File: src/rtl/fifo_rd_stream_pkg.sv
// Shared constants for the FIFO read-side stream master and its skid buffer.
// FWFT encodings are common to the FIFO, its stimulus models and this reader.
package fifo_rd_stream_pkg;

    localparam int SKID_DEPTH = 3;
    // Also wide enough to hold an occupancy count of 0..SKID_DEPTH.
    localparam int SKID_PTR_W = 2;

    localparam int FWFT_STD        = 0;
    localparam int FWFT_SHOW_AHEAD = 1;

    typedef logic [SKID_PTR_W-1:0] skid_ptr_t;

    function automatic skid_ptr_t skid_ptr_inc(input skid_ptr_t p);
        return (p == skid_ptr_t'(SKID_DEPTH - 1)) ? '0 : p + 1'b1;
    endfunction

endpackage

File: src/rtl/fifo_rd_skid.sv
// Three-entry register FIFO that absorbs read latency ahead of the stream port.
// A push into a full buffer without a simultaneous pop is dropped and flagged.
module fifo_rd_skid
    import fifo_rd_stream_pkg::*;
#(
    parameter int DATA_W = 64
) (
    input  logic              clk,
    input  logic              rstn,
    input  logic              push,
    input  logic [DATA_W-1:0] push_data,
    input  logic              pop,
    output skid_ptr_t         count,
    output logic [DATA_W-1:0] head_data,
    output logic              overflow
);

    logic [DATA_W-1:0] mem_q [SKID_DEPTH];
    logic [DATA_W-1:0] mem_d [SKID_DEPTH];
    skid_ptr_t         wr_ptr_q, wr_ptr_d;
    skid_ptr_t         rd_ptr_q, rd_ptr_d;
    skid_ptr_t         count_q, count_d;
    logic              overflow_q, overflow_d;
    logic              do_push, do_pop;

    always_comb begin
        do_pop     = pop && (count_q != '0);
        // A full buffer still accepts a push when the head leaves in the same cycle.
        do_push    = push && ((count_q != skid_ptr_t'(SKID_DEPTH)) || do_pop);
        wr_ptr_d   = do_push ? skid_ptr_inc(wr_ptr_q) : wr_ptr_q;
        rd_ptr_d   = do_pop  ? skid_ptr_inc(rd_ptr_q) : rd_ptr_q;
        count_d    = count_q;
        if (do_push && !do_pop) begin
            count_d = count_q + 1'b1;
        end else if (!do_push && do_pop) begin
            count_d = count_q - 1'b1;
        end
        overflow_d = overflow_q || (push && !do_push);
    end

    generate
        for (genvar gi = 0; gi < SKID_DEPTH; gi++) begin : g_entry
            always_comb begin
                mem_d[gi] = (do_push && (wr_ptr_q == skid_ptr_t'(gi))) ? push_data : mem_q[gi];
            end

            always_ff @(posedge clk) begin
                if (!rstn) begin
                    mem_q[gi] <= '0;
                end else begin
                    mem_q[gi] <= mem_d[gi];
                end
            end
        end
    endgenerate

    always_ff @(posedge clk) begin
        if (!rstn) begin
            wr_ptr_q   <= '0;
            rd_ptr_q   <= '0;
            count_q    <= '0;
            overflow_q <= 1'b0;
        end else begin
            wr_ptr_q   <= wr_ptr_d;
            rd_ptr_q   <= rd_ptr_d;
            count_q    <= count_d;
            overflow_q <= overflow_d;
        end
    end

    assign count     = count_q;
    assign head_data = mem_q[rd_ptr_q];
    assign overflow  = overflow_q;

endmodule

File: src/rtl/fifo_rd_stream.sv
// Read-side master: drains a FIFO read port into a valid/ready stream.
// Reads are issued only from registered occupancy, so m_ready never reaches rd_en.
module fifo_rd_stream
    import fifo_rd_stream_pkg::*;
#(
    parameter int BYTE_WIDTH  = 8,
    parameter int FWFT        = 0,
    parameter int COUNT_WIDTH = 32
) (
    input  logic                    rd_clk,
    input  logic                    rd_rstn,
    output logic                    rd_en,
    input  logic                    rd_valid,
    input  logic [BYTE_WIDTH*8-1:0] rd_data,
    input  logic                    rd_empty,
    output logic                    m_valid,
    input  logic                    m_ready,
    output logic [BYTE_WIDTH*8-1:0] m_data,
    output logic [COUNT_WIDTH-1:0]  beat_count,
    output logic                    idle,
    output logic                    overflow
);

    localparam int DATA_W = BYTE_WIDTH * 8;

    skid_ptr_t              skid_count;
    logic                   push, pop;
    logic                   inflight_q, inflight_d;
    logic [COUNT_WIDTH-1:0] beat_count_q, beat_count_d;

    generate
        if (FWFT == FWFT_SHOW_AHEAD) begin : g_show_ahead
            logic unused_rd_valid;
            assign unused_rd_valid = rd_valid;

            always_comb begin
                rd_en      = rd_rstn && !rd_empty && (skid_count != skid_ptr_t'(SKID_DEPTH));
                push       = rd_en && !rd_empty;
                inflight_d = 1'b0;
            end
        end else begin : g_std
            // Reserve a slot for the read already in flight so returning data always fits.
            always_comb begin
                rd_en      = rd_rstn && !rd_empty
                             && (({1'b0, skid_count} + {2'b00, inflight_q}) <= 3'd2);
                push       = rd_valid;
                inflight_d = rd_en;
            end
        end
    endgenerate

    fifo_rd_skid #(
        .DATA_W (DATA_W)
    ) u_skid (
        .clk       (rd_clk),
        .rstn      (rd_rstn),
        .push      (push),
        .push_data (rd_data),
        .pop       (pop),
        .count     (skid_count),
        .head_data (m_data),
        .overflow  (overflow)
    );

    always_comb begin
        m_valid      = (skid_count != '0);
        pop          = m_valid && m_ready;
        beat_count_d = pop ? beat_count_q + 1'b1 : beat_count_q;
        idle         = rd_empty && (skid_count == '0) && !inflight_q;
    end

    always_ff @(posedge rd_clk) begin
        if (!rd_rstn) begin
            inflight_q   <= 1'b0;
            beat_count_q <= '0;
        end else begin
            inflight_q   <= inflight_d;
            beat_count_q <= beat_count_d;
        end
    end

    assign beat_count = beat_count_q;

endmodule

File: config.mk
export PLATFORM = sky130hd
export DESIGN_NAME = fifo_rd_stream
export DESIGN_NICKNAME = d
export VERILOG_FILES = /design/src/rtl/fifo_rd_stream_pkg.sv /design/src/rtl/fifo_rd_skid.sv /design/src/rtl/fifo_rd_stream.sv
export SDC_FILE = /design/constraint.sdc
export NUM_CORES = 1
export LEC_CHECK = 0
export CORE_MARGIN = 8
export CORE_UTILIZATION = 48
export DETAILED_ROUTE_END_ITERATION = 10
export GPL_ROUTABILITY_DRIVEN = 0
export PLACE_DENSITY = 0.83
export SYNTH_ARGS = -nofsm -noshare
export SYNTH_HDL_FRONTEND = slang
export SYNTH_SLANG_ARGS = --single-unit
File: constraint.sdc
create_clock -name rd_clk -period 6.4 [get_ports rd_clk]
set_clock_uncertainty 0.15 [all_clocks]
set_input_delay 0.96 -clock rd_clk [delete_from_list [all_inputs] [get_ports rd_clk]]
set_output_delay 0.96 -clock rd_clk [all_outputs]
set_load 0.005 [all_outputs]
Yosys cells after proc, flatten, opt, wreduce, memory -nomap -nowiden. Memory sizes are Yosys's and may differ from the RTL's. A register that Yosys moved wholly into a read port is not among the register bits. Cells that the tools add are included.

Register bits after elaboration: 40. Memory bits (writable): 192. Bits of input ports: 69. Output and inout port bits: 100. Word-level logic and storage cells: 64. Memories: 1.

Add/subtract/negate cells: 6. $lt $le $gt $ge: 1. Eq/ne operators: 7. Multiplexer cells: 14. Bitwise gates (word level): 3. Reduce and logical (&&, ||, !) cells: 26.

Memory list: u_skid.mem_q (depth 3, bits a word 64, rd ports 1, clocked after Yosys merged registers in 1, write ports 3, line fifo_rd_skid.sv:18) `logic [DATA_W-1:0] mem_q [SKID_DEPTH];`.

Operators with widths (count): two-way mux 64 bit (6); adder 32 x 1 -> 32 bit (second input constant) (1); logical AND 1 bit (13); two-way mux 2 bit (6); adder 2 x 1 -> 2 bit (second input constant) (3); AND reduction 2 bit (3); == test 2 bit (second input constant) (2); zero test 1 bit (4); zero test 2 bit (2); nonzero test 2 bit (2); adder 2 x 1 -> 3 bit (1); <= comparator 3 x 2 -> 1 bit (second input constant) (1); != test 1 bit (second input constant) (3); bitwise OR 1 bit (3); == test 2 x 1 -> 1 bit (second input constant) (1); logical OR 1 bit (2); two-way mux 1 bit (2); != test 2 bit (second input constant) (1); subtractor 2 x 1 -> 2 bit (second input constant) (1).

Depth between registers and ports, before layout. Gate-level depths: netlist of run 1.

Word-level depth: 9. Mapped depth: 8. Gate-level depth less buffers: 7.

Cells and area by module. A second synthesis of run 1 with hierarchy kept.

Cells, all modules: 926. Area total of the unflattened synthesis: 10228.6 µm².

By module, submodules not included: fifo_rd_skid (times used 1, cells an instance 730, area an instance 8578.2 µm², seq. area each 5945.7 µm²); fifo_rd_stream (times used 1, cells an instance 196, area an instance 1650.3 µm², seq. area each 660.6 µm²).

Worst setup path before layout of run 1. No wires, ideal clock.

Path type: input-to-reg. Start: input m_ready. End: memory u_skid.mem_q[2][0] (enable). Library setup time: 0.574 ns. Data arrival time: 5.699 ns. Required time: 5.676 ns. Setup slack: -0.023 ns. Stages on the path: 3. Cells stage by stage: nand3b_1 -> nand3_1 -> o21ai_0.

RTL lines: from (decl) (line fifo_rd_stream.sv:17) `input logic m_ready,`; to (decl) (line fifo_rd_skid.sv:18).

==> impl_metrics.csv, run 1 <==
group,metric,value,unit
outcome,outcome,"finished clean",
final_layout,utilization,0.6202,
clock_network,htree_num_levels,1,
final_layout,syn2layout_area_growth,26.43,%
critical_path,cp.required,5290,ps
timing,post-route-period-util,0.6308,
timing,fin_setup_tns,0,ps
placement,dp_slack,2469,ps
timing,holdWs,340.5,ps
synthesis,ys_types,37,
placement,place_area,0.01225,mm²
drt,routed_wl,23180,µm
synthesis,synth-main-ff-cell,"edfxtp_1",
timing,hold_violations,0,
critical_path,cpLargestDelayFamily,"buffers and inverters",
timing,worst_slack,2363,ps
clock_network,cts_tree,"done",
drt,vias,6832,
placement,hpwl,14270,µm
timing,rsz0062_at_grt,"no",
clock_network,cts-resized-gates,0,
power_and_ir_drop,ir_drop,263.9,µV
synthesis,yosysMostFrequentCell,"and2_1",
synthesis,synth_common_cells,"and2_1 (194), edfxtp_1 (192), nand2_1 (86), o21ai_0 (76), mux2i_1 (65)",
global_routing,grt_usage,0.1695,
floorplan,initial_core_util,0.4906,
clock_network,cts_hold_buf,0,
final_layout,postLayoutCellArea,0.01308,mm²
drt,firstDrtPassIters,4,
synthesis,netlist_area,0.01034,mm²
global_routing,overflow,0,
drt,wire_per_inst,17.89,µm
timing,maxSlewViolCount,0,
power_and_ir_drop,total_leakage_power,0.004560,µW
critical_path,critPathCaptureType,"output pin",
global_routing,grt_pass1_vias,6982,
critical_path,start_kind,"flip-flop",
synthesis,syn_nets,926,
critical_path,path_cells,"buf_4 > mux2i_1 > o21ai_0 > clkdlybuf4s50_1",
timing,fmax,0.2477,GHz
clock_network,cts_sinks,234,
job,maxCapViolations,0,
synthesis,ys_seq_area_frac,0.6386,
synthesis,synth_edf_count,192,
critical_path,worstPathArrival,2930,ps
synthesis,synthTopCellsByArea,"edfxtp_1 (56%), and2_1 (12%), dfxtp_1 (8.1%), mux2i_1 (6.3%), o21ai_0 (3.7%)",
timing,fin_crit,4037,ps
power_and_ir_drop,p_per_area,310.3,mW/mm²
floorplan,io_pins,169,
placement,numPortBuffers,168,
synthesis,async_reset_ff_frac,0,
clock_network,cts-root-buf,"clkbuf_16",
synthesis,synth.avg_cell_area,12.14,µm²
critical_path,cp_max_fo,33,
final_layout,drive_gt1_frac,0.05392,
clock_network,clockBufferDepth,3,
global_routing,grt_pass1_wl,36330,µm
critical_path,crit_slowest_cell,"dfxtp_4",
drt,ant_nets,0,
floorplan,core-area,0.02109,mm²
floorplan,die-area,0.02651,mm²
synthesis,yosysWarnings,0,
clock_network,insertion_delay,510,ps
floorplan,chipHeight,162.8,µm
synthesis,yosysTopAreaCell,"edfxtp_1",
global_routing,antenna_found_initial,2,
final_layout,fin_nets,1075,
critical_path,crit_type,"reg2out",
synthesis,synth_top_area_frac,0.5573,
drt,remaining_drc_errors,0,
synthesis,ys_ff_latch,234,
timing,setup_violations,0,
floorplan,rows,53,
clock_network,post-cts-setup-buffer-count,0,
global_routing,grt_max_degree,129,
clock_network,path_clk_slew,60,ps
floorplan,die_width,162.8,µm
timing,worst_pin_slew,1160,ps
critical_path,cp_slowest_stage_delay,720,ps
worst_hold_path,hold_path_class,"reg2reg",
critical_path,worst-path-buf-inv,2,
drt,first_iter_violations,467,
drt,vias_per_cell,5.272,
synthesis,netlist_instances,852,
clock_network,numCtsBuffers,25,
timing,max-slew-margin-rel,0.2265,
[report_power, final]
part	leakage, µW	switching, µW	internal [µW]
Sequential	0.00237	101	1780
Clock	0.000398	574	880
Combinational	0.00180	320	403
Total	0.00456	995	3060
[path summary, 6_finish.rpt]
check	startpoint	to	slack [ps]	cells after the start
worst max register to register	u_skid.count[0]	u_skid.mem_q[2][11]	3710	4
worst min register to register	u_skid.overflow	u_skid.overflow	340	2
worst min-delay path	u_skid.overflow	u_skid.overflow	340	2
worst max-delay path	flip-flop	m_data[0]	2360	4
[layer usage]
layer  vias to the layer above  part of all wire  track usage
met4                         2             0.018      0.04545
met3                        33             0.064      0.03387
met1                      3285              0.42       0.2103
met2                       175              0.50       0.2961
li1                       3337                 -            -
met5                         -           0.00056            0
[layout make-up]
class                   count  area (µm²)
flip-flops and latches    234        6614
diodes                      1       2.502
multi-input cells         558        3535
inverters                   8       30.03
repair buffers            174        1727
clock inverters            15       178.9
well taps                 275       344.1
clock buffers              31       648.1
fillers                  1661        8009
[flip-flops by register name (all words and copies together) (netlist names), named ones only]
name             flops
u_skid.overflow      1
u_skid.rd_ptr_q      2
u_skid.wr_ptr_q      2
u_skid.mem_q       192
beat_count          32
inflight_q           1
u_skid.count         2
[cell usage in the layout (no fill, tap or decap), types with 2 or more instances in the layout]
master,instances
a21oi_1,31
and2_1,194
and4_1,7
buf_4,6
bufinv_16,4
clkbuf_1,6
clkbuf_16,25
clkdlybuf4s50_1,168
clkinv_1,4
clkinv_2,4
clkinvlp_4,2
dfxtp_1,40
dfxtp_4,2
edfxtp_1,192
ha_1,5
inv_1,8
mux2i_1,65
nand2_1,84
nand2_4,2
nand2b_1,2
nand3_1,9
nand3_2,2
nand4_1,5
nor2_1,13
nor2_4,2
nor3_1,3
nor3b_1,2
o21ai_0,75
o31ai_1,13
or3_1,12
or4_1,13
xnor2_1,3
xor2_1,6
[worst min-delay path: cells and delay by family (launching register included)]
| kind | cells | cell delay, ps |
|---|---|---|
| simple gates | 1 | 80 |
| compound gates | 1 | 40 |
| flops | 1 | 330 |
[kinds of logic (layout without fill, tap and decap cells)]
family,Yosys count,in the layout,share of synthesized area
muxes,65,65,0.06289
AOI/OAI and AO/OA,122,122,0.06301
other,0,1,0
buffers and inverters,60,228,0.02431
DFF,234,234,0.6386
and+or+nand+nor,357,357,0.1975
xor gates and xnor gates,9,9,0.007620
adders and majority gates,5,5,0.006047
[stage by stage]
step / instances / total power [µW]
final: 1296 / 4058
after global routing: 1296 / 4220
after CTS: 1295 / 4100
after detailed placement: 1249 / 2649
after global placement: 1249 / 2632
after floorplan: 852 / 2224
Power figures use the tool's default switching activity.
==> inputs of run 2 (changes only) <==
==> constraint.sdc (replaced) <==
create_clock -name rd_clk -period 3.5 [get_ports rd_clk]
set_clock_uncertainty 0.15 [all_clocks]
set_input_delay 0.525 -clock rd_clk [delete_from_list [all_inputs] [get_ports rd_clk]]
set_output_delay 0.525 -clock rd_clk [all_outputs]
set_load 0.005 [all_outputs]
==> run 2 against run 1 <==
  * Clock-buffer cell count grew 4
  * Register-to-register slack lost 2600 ps
  * Non-clock buffer count grew 12
  * Via count fell by 0.13%
  * Cell count up 0.62%
  * Combinational power is 93% higher
==> impl_metrics.csv, run 2 (synthesized netlist as in run 1, its figures left out) <==
group,metric,value,unit
critical_path,crit_type,"reg2out",
critical_path,cp_max_fo,80,
floorplan,rows,53,
critical_path,worstPathArrival,2470,ps
worst_hold_path,hold_path_class,"reg2reg",
power_and_ir_drop,total_leakage_power,0.004625,µW
floorplan,core-area,0.02109,mm²
drt,remaining_drc_errors,0,
timing,fin_crit,3141,ps
timing,worst_slack,358.8,ps
critical_path,rrSetupSlack,1080,ps
final_layout,syn2layout_area_growth,27.27,%
final_layout,n_antenna_cell,0,
floorplan,io_pins,169,
clock_network,numCtsBuffers,24,
placement,numPortBuffers,168,
critical_path,critPathCaptureType,"output pin",
drt,firstDrtPassIters,5,
critical_path,reg2reg_depth,4,
final_layout,largest_register_ffs,192,
drt,first_iter_violations,470,
global_routing,grt_max_degree,81,
timing,fmax,0.3184,GHz
clock_network,cts-root-buf,"clkbuf_16",
timing,setup_violations,0,
clock_network,cts_hold_buf,0,
final_layout,layout_common_cells,"and2_1 (194), edfxtp_1 (192), clkdlybuf4s50_1 (168), nand2_1 (84), o21ai_0 (75)",
global_routing,overflow,0,
power_and_ir_drop,ir_drop,531.7,µV
clock_network,insertion_delay,500,ps
drt,routed_wl,23230,µm
clock_network,cts_tree,"done",
final_layout,utilization,0.6244,
critical_path,start_kind,"flip-flop",
clock_network,htree_num_levels,1,
timing,max-slew-margin-rel,0.4838,
power_and_ir_drop,p_per_area,550.4,mW/mm²
drt,vias_per_cell,5.232,
drt,vias,6823,
global_routing,met2_usage,0.3093,
global_routing,gr-usage-met3,0.03842,
final_layout,final.fill_count,1642,
clock_network,clockBufferDepth,3,
timing,maxSlewViolCount,0,
timing,rsz0062_at_grt,"no",
final_layout,fin_nets,1086,
final_layout,top_register,"u_skid.mem_q",
clock_network,path_clk_slew,60,ps
floorplan,die_width,162.8,µm
global_routing,grt_pass1_wl,36620,µm
global_routing,antenna_found_initial,0,
timing,holdWs,340.7,ps
drt,ant_nets,0,
floorplan,die-area,0.02651,mm²
floorplan,initial_core_util,0.4906,
timing,hold_violations,0,
global_routing,grt_usage,0.1708,
timing,worst_pin_slew,774.2,ps
clock_network,cts_sinks,234,
placement,place_area,0.01240,mm²
drt,wire_per_inst,17.82,µm
critical_path,reg2reg_from,"u_skid.count[0]",
global_routing,grt.busiest_layer,"met2",
final_layout,postLayoutCellArea,0.01317,mm²
clock_network,cts-resized-gates,0,
job,maxCapViolations,0,
final_layout,drive_gt1_frac,0.06511,
timing,post-route-period-util,0.8975,
critical_path,rr_endpoint,"beat_count[17]",
outcome,outcome,"finished clean",
critical_path,endpoint,"m_data[10]",
placement,hpwl,15210,µm
clock_network,post-cts-setup-buffer-count,0,
final_layout,final_common_cell,"and2_1",
timing,fin_setup_tns,0,ps
critical_path,cp.required,2820,ps
placement,dp_slack,624.7,ps
global_routing,met1_usage,0.2004,
global_routing,grt_pass1_vias,7104,
floorplan,chipHeight,162.8,µm
==> run 2: power breakdown <==
part           internal (µW)  switching (µW)  leakage [µW]
sequential              3250             153       0.00237
combinational            774             629       0.00188
clock                   1440            1000      0.000384
total                   5460            1780       0.00462
==> run 2: per-stage QoR <==
stage	instances	power [µW]
finish	1304	7246
global route	1304	7539
CTS	1304	7330
detailed placement	1261	4887
global placement	1261	4845
floorplan	852	4065
==> run 2: layer usage <==
metal  vias up  wire length [µm]
met3        34              1450
met2       160             11820
li1       3342                 -
met4         0               522
met5         -                 0
met1      3287              9444
==> run 2: critical path: stages, from the launching register on <==
cell,delay [ps]
dfxtp_4,840
buf_4,370
nand2_1,70
o21ai_0,110
clkdlybuf4s50_1,550
==> run 2: area by class of cell <==
cell class	count	area [µm²]	area share
clock buffers	35	728.2	0.05531
repair buffers	186	1879	0.1427
inverters	8	30.03	0.002281
multi-input cells	558	3535	0.2685
flip-flops and latches	234	6614	0.5023
well taps	275	344.1	0.02613
clock inverters	8	36.28	0.002756
==> run 2: how the worst min path moves through the flow <==
stage / start / endpoint / slack [ps] / cells past startpoint
floorplan: u_skid.rd_ptr_q[0] / flip-flop / 310 / 2
global route: beat_count[31] / beat_count[31] / 360 / 2
global placement: beat_count[31] / beat_count[31] / 310 / 2
finish: beat_count[31] / beat_count[31] / 340 / 2
detailed placement: beat_count[31] / beat_count[31] / 330 / 2
CTS: beat_count[31] / beat_count[31] / 350 / 2
